### config.mk
export PLATFORM = sky130hd
export DESIGN_NAME = hazard_ctrl_flat
export DESIGN_NICKNAME = d
export VERILOG_FILES = /design/src/rtl/cpu_pkg.sv /design/src/rtl/hazard_ctrl_if.sv /design/src/rtl/hazard_fwd_mux_sel.sv /design/src/rtl/hazard_ctrl.sv /design/src/flat_wrapper.sv
export SDC_FILE = /design/constraint.sdc
export NUM_CORES = 1
export LEC_CHECK = 0
export ABC_AREA = 1
export CORE_UTILIZATION = 40
export CTS_BUF_LIST = sky130_fd_sc_hd__clkbuf_16
export DETAILED_ROUTE_END_ITERATION = 8
export GPL_TIMING_DRIVEN = 0
export PLACE_DENSITY = 0.91
export SYNTH_ARGS = -nofsm -noshare
export SYNTH_HDL_FRONTEND = slang
export SYNTH_HIERARCHICAL = 1
export SYNTH_SLANG_ARGS = --single-unit
### constraint.sdc
create_clock -name clk -period 2.3 [get_ports clk]
set_clock_uncertainty 0.1 [all_clocks]
set_input_delay 0.345 -clock clk [delete_from_list [all_inputs] [get_ports clk]]
set_output_delay 0.345 -clock clk [all_outputs]
set_load 0.005 [all_outputs]
### src/rtl/cpu_pkg.sv
// Shared pipeline-control constants: forward-select codes and hazard FSM state encoding.
package cpu_pkg;

    localparam int unsigned FWD_SEL_W = 2;
    localparam int unsigned RET_CNT_W = 3;

    localparam logic [FWD_SEL_W-1:0] FWD_REG   = 2'b00;
    localparam logic [FWD_SEL_W-1:0] FWD_EXMEM = 2'b01;
    localparam logic [FWD_SEL_W-1:0] FWD_MEMWB = 2'b10;

    typedef enum logic [1:0] {
        IDLE    = 2'd0,
        LDSTALL = 2'd1,
        RETWAIT = 2'd2
    } hz_state_t;

endpackage

### src/rtl/hazard_ctrl_if.sv
// Pipeline-field bundle seen by the hazard controller; master = pipeline side, slave = controller.
interface hazard_ctrl_if #(
    parameter int unsigned REG_W = 5
);
    logic [REG_W-1:0] id_rs1;
    logic [REG_W-1:0] id_rs2;
    logic             id_use1;
    logic             id_use2;
    logic [REG_W-1:0] idex_rs1;
    logic [REG_W-1:0] idex_rs2;
    logic [REG_W-1:0] idex_dest;
    logic             idex_regwrite;
    logic             idex_memread;
    logic             idex_call;
    logic             idex_ret;
    logic [REG_W-1:0] exmem_dest;
    logic             exmem_regwrite;
    logic [REG_W-1:0] memwb_dest;
    logic             memwb_regwrite;
    logic             stall_pc;
    logic             stall_ifid;
    logic             bubble_idex;
    logic             flush_ifid;
    logic [1:0]       fwd_sel1;
    logic [1:0]       fwd_sel2;

    modport master (
        output id_rs1, id_rs2, id_use1, id_use2, idex_rs1, idex_rs2, idex_dest,
               idex_regwrite, idex_memread, idex_call, idex_ret,
               exmem_dest, exmem_regwrite, memwb_dest, memwb_regwrite,
        input  stall_pc, stall_ifid, bubble_idex, flush_ifid, fwd_sel1, fwd_sel2
    );

    modport slave (
        input  id_rs1, id_rs2, id_use1, id_use2, idex_rs1, idex_rs2, idex_dest,
               idex_regwrite, idex_memread, idex_call, idex_ret,
               exmem_dest, exmem_regwrite, memwb_dest, memwb_regwrite,
        output stall_pc, stall_ifid, bubble_idex, flush_ifid, fwd_sel1, fwd_sel2
    );
endinterface

### src/rtl/hazard_fwd_mux_sel.sv
// Per-operand compare against EX/MEM and MEM/WB writers; EX/MEM wins, register 0 never matches.
module hazard_fwd_mux_sel
    import cpu_pkg::*;
#(
    parameter int unsigned REG_W = 5
) (
    input  logic [REG_W-1:0]     rs,
    input  logic [REG_W-1:0]     exmem_dest,
    input  logic                 exmem_regwrite,
    input  logic [REG_W-1:0]     memwb_dest,
    input  logic                 memwb_regwrite,
    output logic [FWD_SEL_W-1:0] sel_c
);

    always_comb begin
        sel_c = FWD_REG;
        if (exmem_regwrite && (exmem_dest != '0) && (exmem_dest == rs)) begin
            sel_c = FWD_EXMEM;
        end else if (memwb_regwrite && (memwb_dest != '0) && (memwb_dest == rs)) begin
            sel_c = FWD_MEMWB;
        end
    end

endmodule

### src/rtl/hazard_ctrl.sv
// ID/EX hazard controller: stall/bubble/flush decode and operand forward selects.
// HAZARD_FWD_EN defined enables forwarding with load-use stalls; undefined stalls on any RAW hazard.
module hazard_ctrl
    import cpu_pkg::*;
#(
    parameter int unsigned REG_W   = 5,
    parameter int unsigned RET_LAT = 2
) (
    input  logic          clk,
    input  logic          rst,
    hazard_ctrl_if.slave  hz
);

    localparam logic [RET_CNT_W-1:0] RET_INIT = RET_CNT_W'(RET_LAT - 1);

    hz_state_t            state_q;
    logic [RET_CNT_W-1:0] ret_cnt_q;
    logic [REG_W-1:0]     cmp_rs1_c;
    logic [REG_W-1:0]     cmp_rs2_c;
    logic [FWD_SEL_W-1:0] sel1_c;
    logic [FWD_SEL_W-1:0] sel2_c;
    logic                 data_stall_c;

    // Forwarding compares the EX operands; without it the same compare checks ID sources for RAW.
`ifdef HAZARD_FWD_EN
    assign cmp_rs1_c = hz.idex_rs1;
    assign cmp_rs2_c = hz.idex_rs2;
`else
    assign cmp_rs1_c = hz.id_rs1;
    assign cmp_rs2_c = hz.id_rs2;
`endif

    hazard_fwd_mux_sel #(.REG_W(REG_W)) u_sel1 (
        .rs             (cmp_rs1_c),
        .exmem_dest     (hz.exmem_dest),
        .exmem_regwrite (hz.exmem_regwrite),
        .memwb_dest     (hz.memwb_dest),
        .memwb_regwrite (hz.memwb_regwrite),
        .sel_c          (sel1_c)
    );

    hazard_fwd_mux_sel #(.REG_W(REG_W)) u_sel2 (
        .rs             (cmp_rs2_c),
        .exmem_dest     (hz.exmem_dest),
        .exmem_regwrite (hz.exmem_regwrite),
        .memwb_dest     (hz.memwb_dest),
        .memwb_regwrite (hz.memwb_regwrite),
        .sel_c          (sel2_c)
    );

`ifdef HAZARD_FWD_EN
    logic ld_hit1_c;
    logic ld_hit2_c;

    assign ld_hit1_c    = hz.id_use1 && (hz.id_rs1 == hz.idex_dest);
    assign ld_hit2_c    = hz.id_use2 && (hz.id_rs2 == hz.idex_dest);
    assign data_stall_c = hz.idex_memread && (hz.idex_dest != '0) && (ld_hit1_c || ld_hit2_c);
    assign hz.fwd_sel1  = rst ? FWD_REG : sel1_c;
    assign hz.fwd_sel2  = rst ? FWD_REG : sel2_c;
`else
    logic ex_hit1_c;
    logic ex_hit2_c;

    assign ex_hit1_c    = hz.idex_regwrite && (hz.idex_dest != '0) && (hz.idex_dest == hz.id_rs1);
    assign ex_hit2_c    = hz.idex_regwrite && (hz.idex_dest != '0) && (hz.idex_dest == hz.id_rs2);
    assign data_stall_c = (hz.id_use1 && (ex_hit1_c || (sel1_c != FWD_REG))) ||
                          (hz.id_use2 && (ex_hit2_c || (sel2_c != FWD_REG)));
    assign hz.fwd_sel1  = FWD_REG;
    assign hz.fwd_sel2  = FWD_REG;
`endif

    // State register; ret leaves RETWAIT once the decremented count would reach zero.
    always_ff @(posedge clk) begin
        if (rst) begin
            state_q   <= IDLE;
            ret_cnt_q <= '0;
        end else begin
            case (state_q)
                IDLE: begin
                    if (hz.idex_ret) begin
                        state_q   <= RETWAIT;
                        ret_cnt_q <= RET_INIT;
                    end
`ifdef HAZARD_FWD_EN
                    else if (!hz.idex_call && data_stall_c) begin
                        state_q <= LDSTALL;
                    end
`endif
                end
                LDSTALL: state_q <= IDLE;
                RETWAIT: begin
                    if (ret_cnt_q <= RET_CNT_W'(1)) begin
                        state_q   <= IDLE;
                        ret_cnt_q <= '0;
                    end else begin
                        ret_cnt_q <= ret_cnt_q - RET_CNT_W'(1);
                    end
                end
                default: begin
                    state_q   <= IDLE;
                    ret_cnt_q <= '0;
                end
            endcase
        end
    end

    // Mealy decode: reset > ret > call > data stall; LDSTALL holds the bubble and stays quiet.
    always_comb begin
        hz.stall_pc    = 1'b0;
        hz.stall_ifid  = 1'b0;
        hz.bubble_idex = 1'b0;
        hz.flush_ifid  = 1'b0;
        if (!rst) begin
            case (state_q)
                IDLE: begin
                    if (hz.idex_ret) begin
                        hz.stall_pc   = 1'b1;
                        hz.flush_ifid = 1'b1;
                    end else if (hz.idex_call) begin
                        hz.flush_ifid = 1'b1;
                    end else if (data_stall_c) begin
                        hz.stall_pc    = 1'b1;
                        hz.stall_ifid  = 1'b1;
                        hz.bubble_idex = 1'b1;
                    end
                end
                RETWAIT: begin
                    hz.stall_pc   = 1'b1;
                    hz.flush_ifid = 1'b1;
                end
                default: ;
            endcase
        end
    end

endmodule

### src/flat_wrapper.sv
// flat-port wrapper written by rule: the top's interface ports become plain ports
module hazard_ctrl_flat import cpu_pkg::*;
#(
    parameter int unsigned REG_W   = 5,
    parameter int unsigned RET_LAT = 2
)
  (clk, rst, hz_id_rs1, hz_id_rs2, hz_id_use1, hz_id_use2, hz_idex_rs1, hz_idex_rs2, hz_idex_dest, hz_idex_regwrite, hz_idex_memread, hz_idex_call, hz_idex_ret, hz_exmem_dest, hz_exmem_regwrite, hz_memwb_dest, hz_memwb_regwrite, hz_stall_pc, hz_stall_ifid, hz_bubble_idex, hz_flush_ifid, hz_fwd_sel1, hz_fwd_sel2);
  hazard_ctrl_if #(.REG_W(REG_W)) hz_i ();
  input  logic clk;
  input  logic rst;
  input wire logic [$bits(hz_i.id_rs1)-1:0] hz_id_rs1;
  input wire logic [$bits(hz_i.id_rs2)-1:0] hz_id_rs2;
  input wire logic [$bits(hz_i.id_use1)-1:0] hz_id_use1;
  input wire logic [$bits(hz_i.id_use2)-1:0] hz_id_use2;
  input wire logic [$bits(hz_i.idex_rs1)-1:0] hz_idex_rs1;
  input wire logic [$bits(hz_i.idex_rs2)-1:0] hz_idex_rs2;
  input wire logic [$bits(hz_i.idex_dest)-1:0] hz_idex_dest;
  input wire logic [$bits(hz_i.idex_regwrite)-1:0] hz_idex_regwrite;
  input wire logic [$bits(hz_i.idex_memread)-1:0] hz_idex_memread;
  input wire logic [$bits(hz_i.idex_call)-1:0] hz_idex_call;
  input wire logic [$bits(hz_i.idex_ret)-1:0] hz_idex_ret;
  input wire logic [$bits(hz_i.exmem_dest)-1:0] hz_exmem_dest;
  input wire logic [$bits(hz_i.exmem_regwrite)-1:0] hz_exmem_regwrite;
  input wire logic [$bits(hz_i.memwb_dest)-1:0] hz_memwb_dest;
  input wire logic [$bits(hz_i.memwb_regwrite)-1:0] hz_memwb_regwrite;
  output wire logic [$bits(hz_i.stall_pc)-1:0] hz_stall_pc;
  output wire logic [$bits(hz_i.stall_ifid)-1:0] hz_stall_ifid;
  output wire logic [$bits(hz_i.bubble_idex)-1:0] hz_bubble_idex;
  output wire logic [$bits(hz_i.flush_ifid)-1:0] hz_flush_ifid;
  output wire logic [$bits(hz_i.fwd_sel1)-1:0] hz_fwd_sel1;
  output wire logic [$bits(hz_i.fwd_sel2)-1:0] hz_fwd_sel2;
  assign hz_i.id_rs1 = hz_id_rs1;
  assign hz_i.id_rs2 = hz_id_rs2;
  assign hz_i.id_use1 = hz_id_use1;
  assign hz_i.id_use2 = hz_id_use2;
  assign hz_i.idex_rs1 = hz_idex_rs1;
  assign hz_i.idex_rs2 = hz_idex_rs2;
  assign hz_i.idex_dest = hz_idex_dest;
  assign hz_i.idex_regwrite = hz_idex_regwrite;
  assign hz_i.idex_memread = hz_idex_memread;
  assign hz_i.idex_call = hz_idex_call;
  assign hz_i.idex_ret = hz_idex_ret;
  assign hz_i.exmem_dest = hz_exmem_dest;
  assign hz_i.exmem_regwrite = hz_exmem_regwrite;
  assign hz_i.memwb_dest = hz_memwb_dest;
  assign hz_i.memwb_regwrite = hz_memwb_regwrite;
  assign hz_stall_pc = hz_i.stall_pc;
  assign hz_stall_ifid = hz_i.stall_ifid;
  assign hz_bubble_idex = hz_i.bubble_idex;
  assign hz_flush_ifid = hz_i.flush_ifid;
  assign hz_fwd_sel1 = hz_i.fwd_sel1;
  assign hz_fwd_sel2 = hz_i.fwd_sel2;
  hazard_ctrl #(.REG_W(REG_W), .RET_LAT(RET_LAT)) u_core (.clk(clk), .rst(rst), .hz(hz_i));
endmodule
==> summary.md, run 1 <==
| Metric | Value |
|---|---|
| CTS Root Cell | clkbuf_16 |
| DRT Pass-1 Iters | 4 |
| Synthesized flop and latch total | 4 |
| Starting Density | 43.7% |
| Ys flop type | dfxtp_1 |
| Nets@finish | 265 |
| Initial antenna violation count | 0 |
| Hold WC Path Type | reg -> reg |
| GRT overflow | 0 |
| Via-per-instance ratio | 4.52 |
| Slew Limit Fails | 0 |
| Crit path DAT | 1.76 ns |
| Most frequent cell after synthesis | nand2_1 |
| Routed len/inst | 9.51 µm |
| Maximum buffer depth of the clock tree | 2 |
| Status | completed |
| RR Startpoint | u_core/ret_cnt_q[1]$_SDFFE_PP0P_ |
| CP required | 1.86 ns |
| Post-synth top area share | 22.5% |
| CTS sink cnt | 4 |
| PwrDens | 408 mW/mm² |
| Num CTS Buffers | 3 |
| Rows | 16 |
| Setup crit end kind | output port |
| Die X-Extent | 49.0 µm |
| RePlAce Congestion | 0.849 |
| Leakage | 0.738 nW |
| Min Clock Period, post-route | 2.20 ns |
| R2r endpoint | u_core/ret_cnt_q[0]$_SDFFE_PP0P_ |
| Largest area contributor in the netlist | nand2_1 |
| DRT Wirelength | 2310 µm |
| Synth cell count leaders | nand2_1, nor2_1, inv_1 |
| Die Span Y | 49.0 µm |
| Reg2reg path depth | 5 |
| Post-route ant nets | 0 |
| Initial DRC Count | 13 |
| Vias in the first global route | 947 |
| EDFF count, synth | 0 |
| Syn Inst Count | 173 |
| Mean Syn Cell Area | 5.11 µm² |
| Critical path class | in -> out |
| Fillers | 187 |
| R2R setup slack | 0.90 ns |
| Number of setup buffers added after CTS | 0 |
| Die area | 0.00240 mm² |
| Crit path launch | hz_id_rs2[1] |
| WHS | 0.422 ns |
| Area Overhead vs Synth | 48.9% |
| Maximum vdd drop | 0.349 mV |
| First-pass GRT wire length | 3780 µm |
| Clock-pin transition on the worst setup and hold timing paths | 0.03 ns |
| Sequential element share of the synthesized area | 9.05% |
| Final hold violation count | 0 |
| Max-Cap Viols | 0 |
| Core Area | 0.00202 mm² |
| CTS H-tree lvls | 1 |
| Hold depth | 2 |
| Startpoint Class | primary input |
| PortBufs | 37 |
| Share of post-route cells with drive strength above 1 | 24.5% |
| Worst Setup EP | hz_stall_ifid |
| Cell Area, Synth | 885 µm² |
| Final setup fails | 0 |
| Cell variety after synth | 21 |
| Worst skew pair latency | 0.22 ns |
| YS warnings | 6 |
| Total GRT Usage | 20.0% |
| DR vias | 1098 |
| Final period util | 95.7% |
| Post-route cell area | 0.00132 mm² |
| Post-DP HPWL | 1770 µm |
| Fmax | 454 MHz |
| Post-DP Area | 0.00130 mm² |
| Worst Path Max Fanout | 6 |
| Synth area leaders | nand2_1, nor2_1, inv_1 |
| Ant diodes | 0 |
| Drc violations | 0 |
| Largest net degree at the start of global routing | 7 |
| IO Pins | 53 |
| CTS tree | done |
| Ys async rst share | 0% |
## cell usage in the layout, fill, tap and decap left out, types with 3 or more instances in the layout
master	instances
buf_2	4
buf_4	5
clkbuf_16	3
clkbuf_2	11
clkdlybuf4s50_1	7
conb_1	4
dfxtp_1	4
dlygate4sd2_1	12
inv_1	23
inv_2	9
nand2_1	53
nand2_2	3
nand3_1	11
nor2_1	24
nor2_2	8
o21ai_0	6
xnor2_1	3
xor2_1	8
## area by class of cell
cell class              count  area, µm²  area share (%)
well taps                  27       33.8            2.56
flip-flops and latches      4       80.1            6.08
multi-input cells         135        694            52.7
inverters                  32        120            9.12
plain buffers               5       37.5            2.85
clock buffers               3       75.1            5.70
repair buffers             37        277            21.0
## worst max-delay path: stages
cell             delay [ns]
clkbuf_4               0.14
inv_2                  0.04
nand2_1                0.05
nand2_1                0.06
nor2_2                 0.12
nand3_2                0.11
nor2_4                 0.12
nor2_2                 0.06
nor2_2                 0.10
nand2_1                0.06
nand2_1                0.05
nand2_1                0.06
nand2_2                0.09
nor2_4                 0.04
buf_4                  0.12
clkdlybuf4s15_2        0.19
## repair_timing
action,4_1_cts,5_1_grt
hold buffers,0,0
pin swaps,11,9
resized for setup,54,36
endpoints found under the setup margin,3,3
## stage by stage
| stage | worst slack (ns) | instances | util [%] | TNS (ns) | power [mW] |
|---|---|---|---|---|---|
| 2_1_floorplan | 0.570 | 176 | - | 0 | 0.181 |
| 3_3_place_gp | -0.549 | 240 | 64.3 | -1.45 | 0.275 |
| 3_5_place_dp | -0.567 | 240 | 64.3 | -1.51 | 0.278 |
| 4_1_cts | 0.00146 | 243 | 67.8 | 0 | 0.542 |
| 5_1_grt | -0.0301 | 243 | 65.2 | -0.0301 | 0.578 |
| 6_report | 0.0989 | 243 | 65.2 | 0 | 0.537 |
## per-layer routing
metal | vias up | share of wire [%] | track usage (%)
met5 | - | 0 | 0
met2 | 38 | 46 | 33.1
met3 | 2 | 6.1 | 5.92
li1 | 599 | - | -
met1 | 459 | 48 | 26.6
met4 | 0 | 0.43 | 1.47
## state kept, by name (all words and copies together), names as in the netlist
register,cells
u_core/state_q,1
u_core/ret_cnt_q,3
## worst min path at each step
stage	start	to	slack (ns)
after floorplan	rst	u_core/ret_cnt_q[1]$_SDFFE_PP0P_	0.31
after global placement	u_core/ret_cnt_q[1]$_SDFFE_PP0P_	u_core/ret_cnt_q[1]$_SDFFE_PP0P_	0.37
after detailed placement	u_core/ret_cnt_q[1]$_SDFFE_PP0P_	u_core/ret_cnt_q[1]$_SDFFE_PP0P_	0.39
after CTS	u_core/ret_cnt_q[1]$_SDFFE_PP0P_	u_core/ret_cnt_q[1]$_SDFFE_PP0P_	0.42
after global routing	u_core/ret_cnt_q[1]$_SDFFE_PP0P_	u_core/ret_cnt_q[1]$_SDFFE_PP0P_	0.42
final	u_core/ret_cnt_q[1]$_SDFFE_PP0P_	u_core/ret_cnt_q[1]$_SDFFE_PP0P_	0.42
## cells by family after synthesis
group                      count (synthesis)  synth area share [%]
AOI/OAI and AO/OA                         14                  9.90
buffers and inverters                     37                  17.8
other                                      1                 0.424
xor gates and xnor gates                  11                  10.9
DFF                                        4                  9.05
and+or+nand+nor                          104                  49.1
adders and majority gates                  2                  2.83
## where the power goes
part	switching (mW)	internal [mW]
logic	0.102	0.0853
registers	0.00589	0.0750
clock network	0.0474	0.222
Power figures use the tool's default switching activity.
==> inputs of run 2 (changes only) <==
--- a/config.mk
+++ b/config.mk
@@ -6,11 +6,14 @@
 export NUM_CORES = 1
 export LEC_CHECK = 0
 export ABC_AREA = 1
-export CORE_UTILIZATION = 40
+export CELL_PAD_IN_SITES_DETAIL_PLACEMENT = 0
+export CELL_PAD_IN_SITES_GLOBAL_PLACEMENT = 1
+export CORE_ASPECT_RATIO = 1.5
+export CORE_UTILIZATION = 24
 export CTS_BUF_LIST = sky130_fd_sc_hd__clkbuf_16
 export DETAILED_ROUTE_END_ITERATION = 8
 export GPL_TIMING_DRIVEN = 0
-export PLACE_DENSITY = 0.91
+export PLACE_DENSITY = 0.9
 export SYNTH_ARGS = -nofsm -noshare
 export SYNTH_HDL_FRONTEND = slang
 export SYNTH_HIERARCHICAL = 1
==> run 2 against run 1 <==
Worst hold slack gained 0.0027 ns. Cell area decreased by 0.19%. Combinational power is essentially flat. Critical endpoint unchanged. Largest power group unchanged.
==> summary.md, run 2 (synthesis gave the netlist of run 1 again) <==
| Metric | Value |
|---|---|
| Hold WC Path Type | reg -> reg |
| Critical path class | in -> out |
| Most frequent cells in the layout | nand2_1, nor2_1, inv_1, nand3_1, inv_2 |
| Starting Density | 25.7% (-18 points) |
| CTS H-tree lvls | 1 (unchanged) |
| Switching Share | 29.5% (+0.66 points) |
| Reg2reg path depth | 5 (unchanged) |
| Leakage | 0.733 nW (-0.68%) |
| GR Util met2 | 28.6% (-4.5 points) |
| R2r endpoint | u_core/ret_cnt_q[2]$_SDFFE_PP0P_ |
| R2R setup slack | 0.89 ns (about the same) |
| Setup crit end kind | output port |
| Hold depth | 2 (unchanged) |
| Buf+Inv Stages, Crit Path | 3 (-1) |
| Die X-Extent | 51.6 µm (+5.2%) |
| Vias in the first global route | 1089 (+15%) |
| End of the worst hold path | u_core/ret_cnt_q[1]$_SDFFE_PP0P_ |
| Cell Int Power | 0.384 mW (+0.52%) |
| Largest registers | u_core/ret_cnt_q: 3 flops, u_core/state_q: 1 flops |
| Share of post-route cells with drive strength above 1 | 24.4% (-0.11 points) |
| WHS | 0.424 ns (+0.00267 ns) |
| Critical Path, Cell by Cell | dlygate4sd2_1 > a21boi_2 > nand2_2 > nor2_2 > nand3_1 > nor2_1 > nor2_1 > nand2_1 > nand2_1 > nand2_1 > nand2_2 > nor2_2 > buf_4 > clkbuf_2 |
| Min-delay src | u_core/ret_cnt_q[1]$_SDFFE_PP0P_ |
| First-pass GRT wire length | 4310 µm (+14%) |
| Nets@finish | 266 (+0.38%) |
| Maximum buffer depth of the clock tree | 2 (unchanged) |
| Crit path DAT | 1.65 ns (-0.11 ns) |
| Leading cell type in the layout, fill and taps excluded | nand2_1 |
| Startpoint Class | primary input |
| CP required | 1.86 ns (about the same) |
| Final Util | 38.1% (-27 points) |
| CP delay by family, top | simple AND/OR/NAND/NOR gates |
| RePlAce Congestion | 0.753 (-11%) |
| Initial antenna violation count | 0 (unchanged) |
| Final setup fails | 0 (unchanged) |
| Top Usage Layer GRT | met2 |
| Comb power frac | 34.4% (-0.4 points) |
| Clock-pin transition on the worst setup and hold timing paths | 0.03 ns (about the same) |
| RR Startpoint | u_core/ret_cnt_q[1]$_SDFFE_PP0P_ |
| Power share of the sequential group | 14.9% (-0.2 points) |
| Initial DRC Count | 13 (unchanged) |
| Post-DP HPWL | 2130 µm (+20%) |
| Dpl cells | 255 (+6.3%) |
| Worst Path Max Fanout | 2 (-4) |
| Slew Limit Fails | 0 (unchanged) |
| Via-per-instance ratio | 4.36 (-3.4%) |
| PortBufs | 37 (unchanged) |
| Min Clock Period, post-route | 2.09 ns (-0.110 ns) |
| RSZ-0062 raised after global routing | no |
| Core Area | 0.00345 mm² (+71%) |
| Largest net degree at the start of global routing | 7 (unchanged) |
| Critical Path Most Common Cell | nand2_1 |
| Drc violations | 0 (unchanged) |
| Final period util | 90.9% (-4.8 points) |
| Met3 usage | 1.60% (-4.3 points) |
| Fillers | 428 (+130%) |
| CTS sink cnt | 4 (unchanged) |
| Max FFs per register | 3 (unchanged) |
| Area Overhead vs Synth | 48.7% |
| CP max stage cell | dlygate4sd2_1 |
| Net Switching | 0.161 mW (+3.8%) |
| Status | completed |
| Post-route ant nets | 0 (unchanged) |
| Max-Cap Viols | 0 (unchanged) |
| Critical Path Max Stage Delay | 0.20 ns (about the same) |
| Final hold violation count | 0 (unchanged) |
| Layout Cells excl Fill | 259 (+6.6%) |
| Total GRT Usage | 14.1% (-5.9 points) |
| Met1 Resource Use GR | 12.6% (-14 points) |
| Worst skew pair latency | 0.23 ns (about the same) |
| Die area | 0.00394 mm² (+64%) |
| Routed len/inst | 9.77 µm (+2.7%) |
| Maximum vdd drop | 0.415 mV (+19%) |
| IO Pins | 53 (unchanged) |
| GRT overflow | 0 (unchanged) |
| Clock Power Share | 50.7% (+0.6 points) |
| CTS Root Cell | clkbuf_16 |
| CTS tree | done |
| DRT Pass-1 Iters | 4 (unchanged) |
| Rows | 26 (+10) |
| Biggest register | u_core/ret_cnt_q |
| Ant diodes | 0 (unchanged) |
| Fmax | 478 MHz (+5.3%) |
| Num CTS Buffers | 3 (unchanged) |
| Die Span Y | 76.4 µm (+56%) |
| DR vias | 1130 (+2.9%) |
| DRT Wirelength | 2530 µm (+9.4%) |
| PwrDens | 415 mW/mm² (+1.7%) |
| # hold bufs at CTS | 0 (unchanged) |
## run 2: cell count changes in the layout (fill, tap and decap cells not counted), sizes merged
cell,before,now
buf,9,18
clkbuf,16,10
dlygate4sd2,12,9
clkdlybuf4s15,1,2
## run 2: how the worst max path moves through the flow
stage	from	to	slack, ns	depth (start not counted)
2_1_floorplan	hz_memwb_dest[0]	hz_stall_ifid	0.57	13
3_3_place_gp	hz_id_rs1[0]	hz_stall_ifid	-0.59	15
3_5_place_dp	hz_id_rs1[0]	hz_stall_ifid	-0.59	15
4_1_cts	hz_memwb_dest[1]	hz_stall_ifid	0.0005	16
5_1_grt	hz_memwb_regwrite	hz_stall_ifid	0.0004	14
6_report	hz_memwb_regwrite	hz_stall_ifid	0.21	14
## run 2: power by group through the flow
stage / clock network [mW] / registers [mW] / logic (mW)
6_report: 0.277 / 0.0814 / 0.187
3_5_place_dp: 0 / 0.0817 / 0.201
4_1_cts: 0.283 / 0.0809 / 0.188
3_3_place_gp: 0 / 0.0816 / 0.200
5_1_grt: 0.288 / 0.0823 / 0.212
2_1_floorplan: 0 / 0.0802 / 0.101
## run 2: area by class of cell
cell class / instances / area (µm²) / share of cell area (%)
Sequential cell: 4 / 80.1 / 6.09
Inverter: 32 / 120 / 9.13
Clock buffer: 3 / 75.1 / 5.71
Tap cell: 42 / 52.6 / 4.00
Multi-Input combinational cell: 135 / 671 / 51.0
Timing Repair Buffer: 38 / 279 / 21.2
Buffer: 5 / 37.5 / 2.85
## run 2: repair_timing
action,in CTS,in global routing
setup buffers,0,1
pin swaps,14,18
gates resized for setup,75,25
setup endpoints to repair,3,3
## run 2: metal layers
metal	wire length [µm]	share of wire (%)
met5	0	0
met2	1430	57
met4	69	2.7
met3	98	3.9
met1	930	37
## run 2: metrics by stage
stage | setup slack [ns] | power, mW | instance area, µm² | TNS (ns)
detailed placement | -0.594 | 0.283 | 1320 | -1.58
finish | 0.209 | 0.545 | 1320 | 0
global placement | -0.585 | 0.282 | 1320 | -1.56
global route | 0.000421 | 0.582 | 1320 | 0
floorplan | 0.570 | 0.181 | 896 | 0
CTS | 0.000523 | 0.552 | 1360 | 0
## run 2: tightest hold or removal path: stages, from the launching register on
cell and delay (ns):
dfxtp_1 0.33, nand2_1 0.09, a21oi_1 0.06
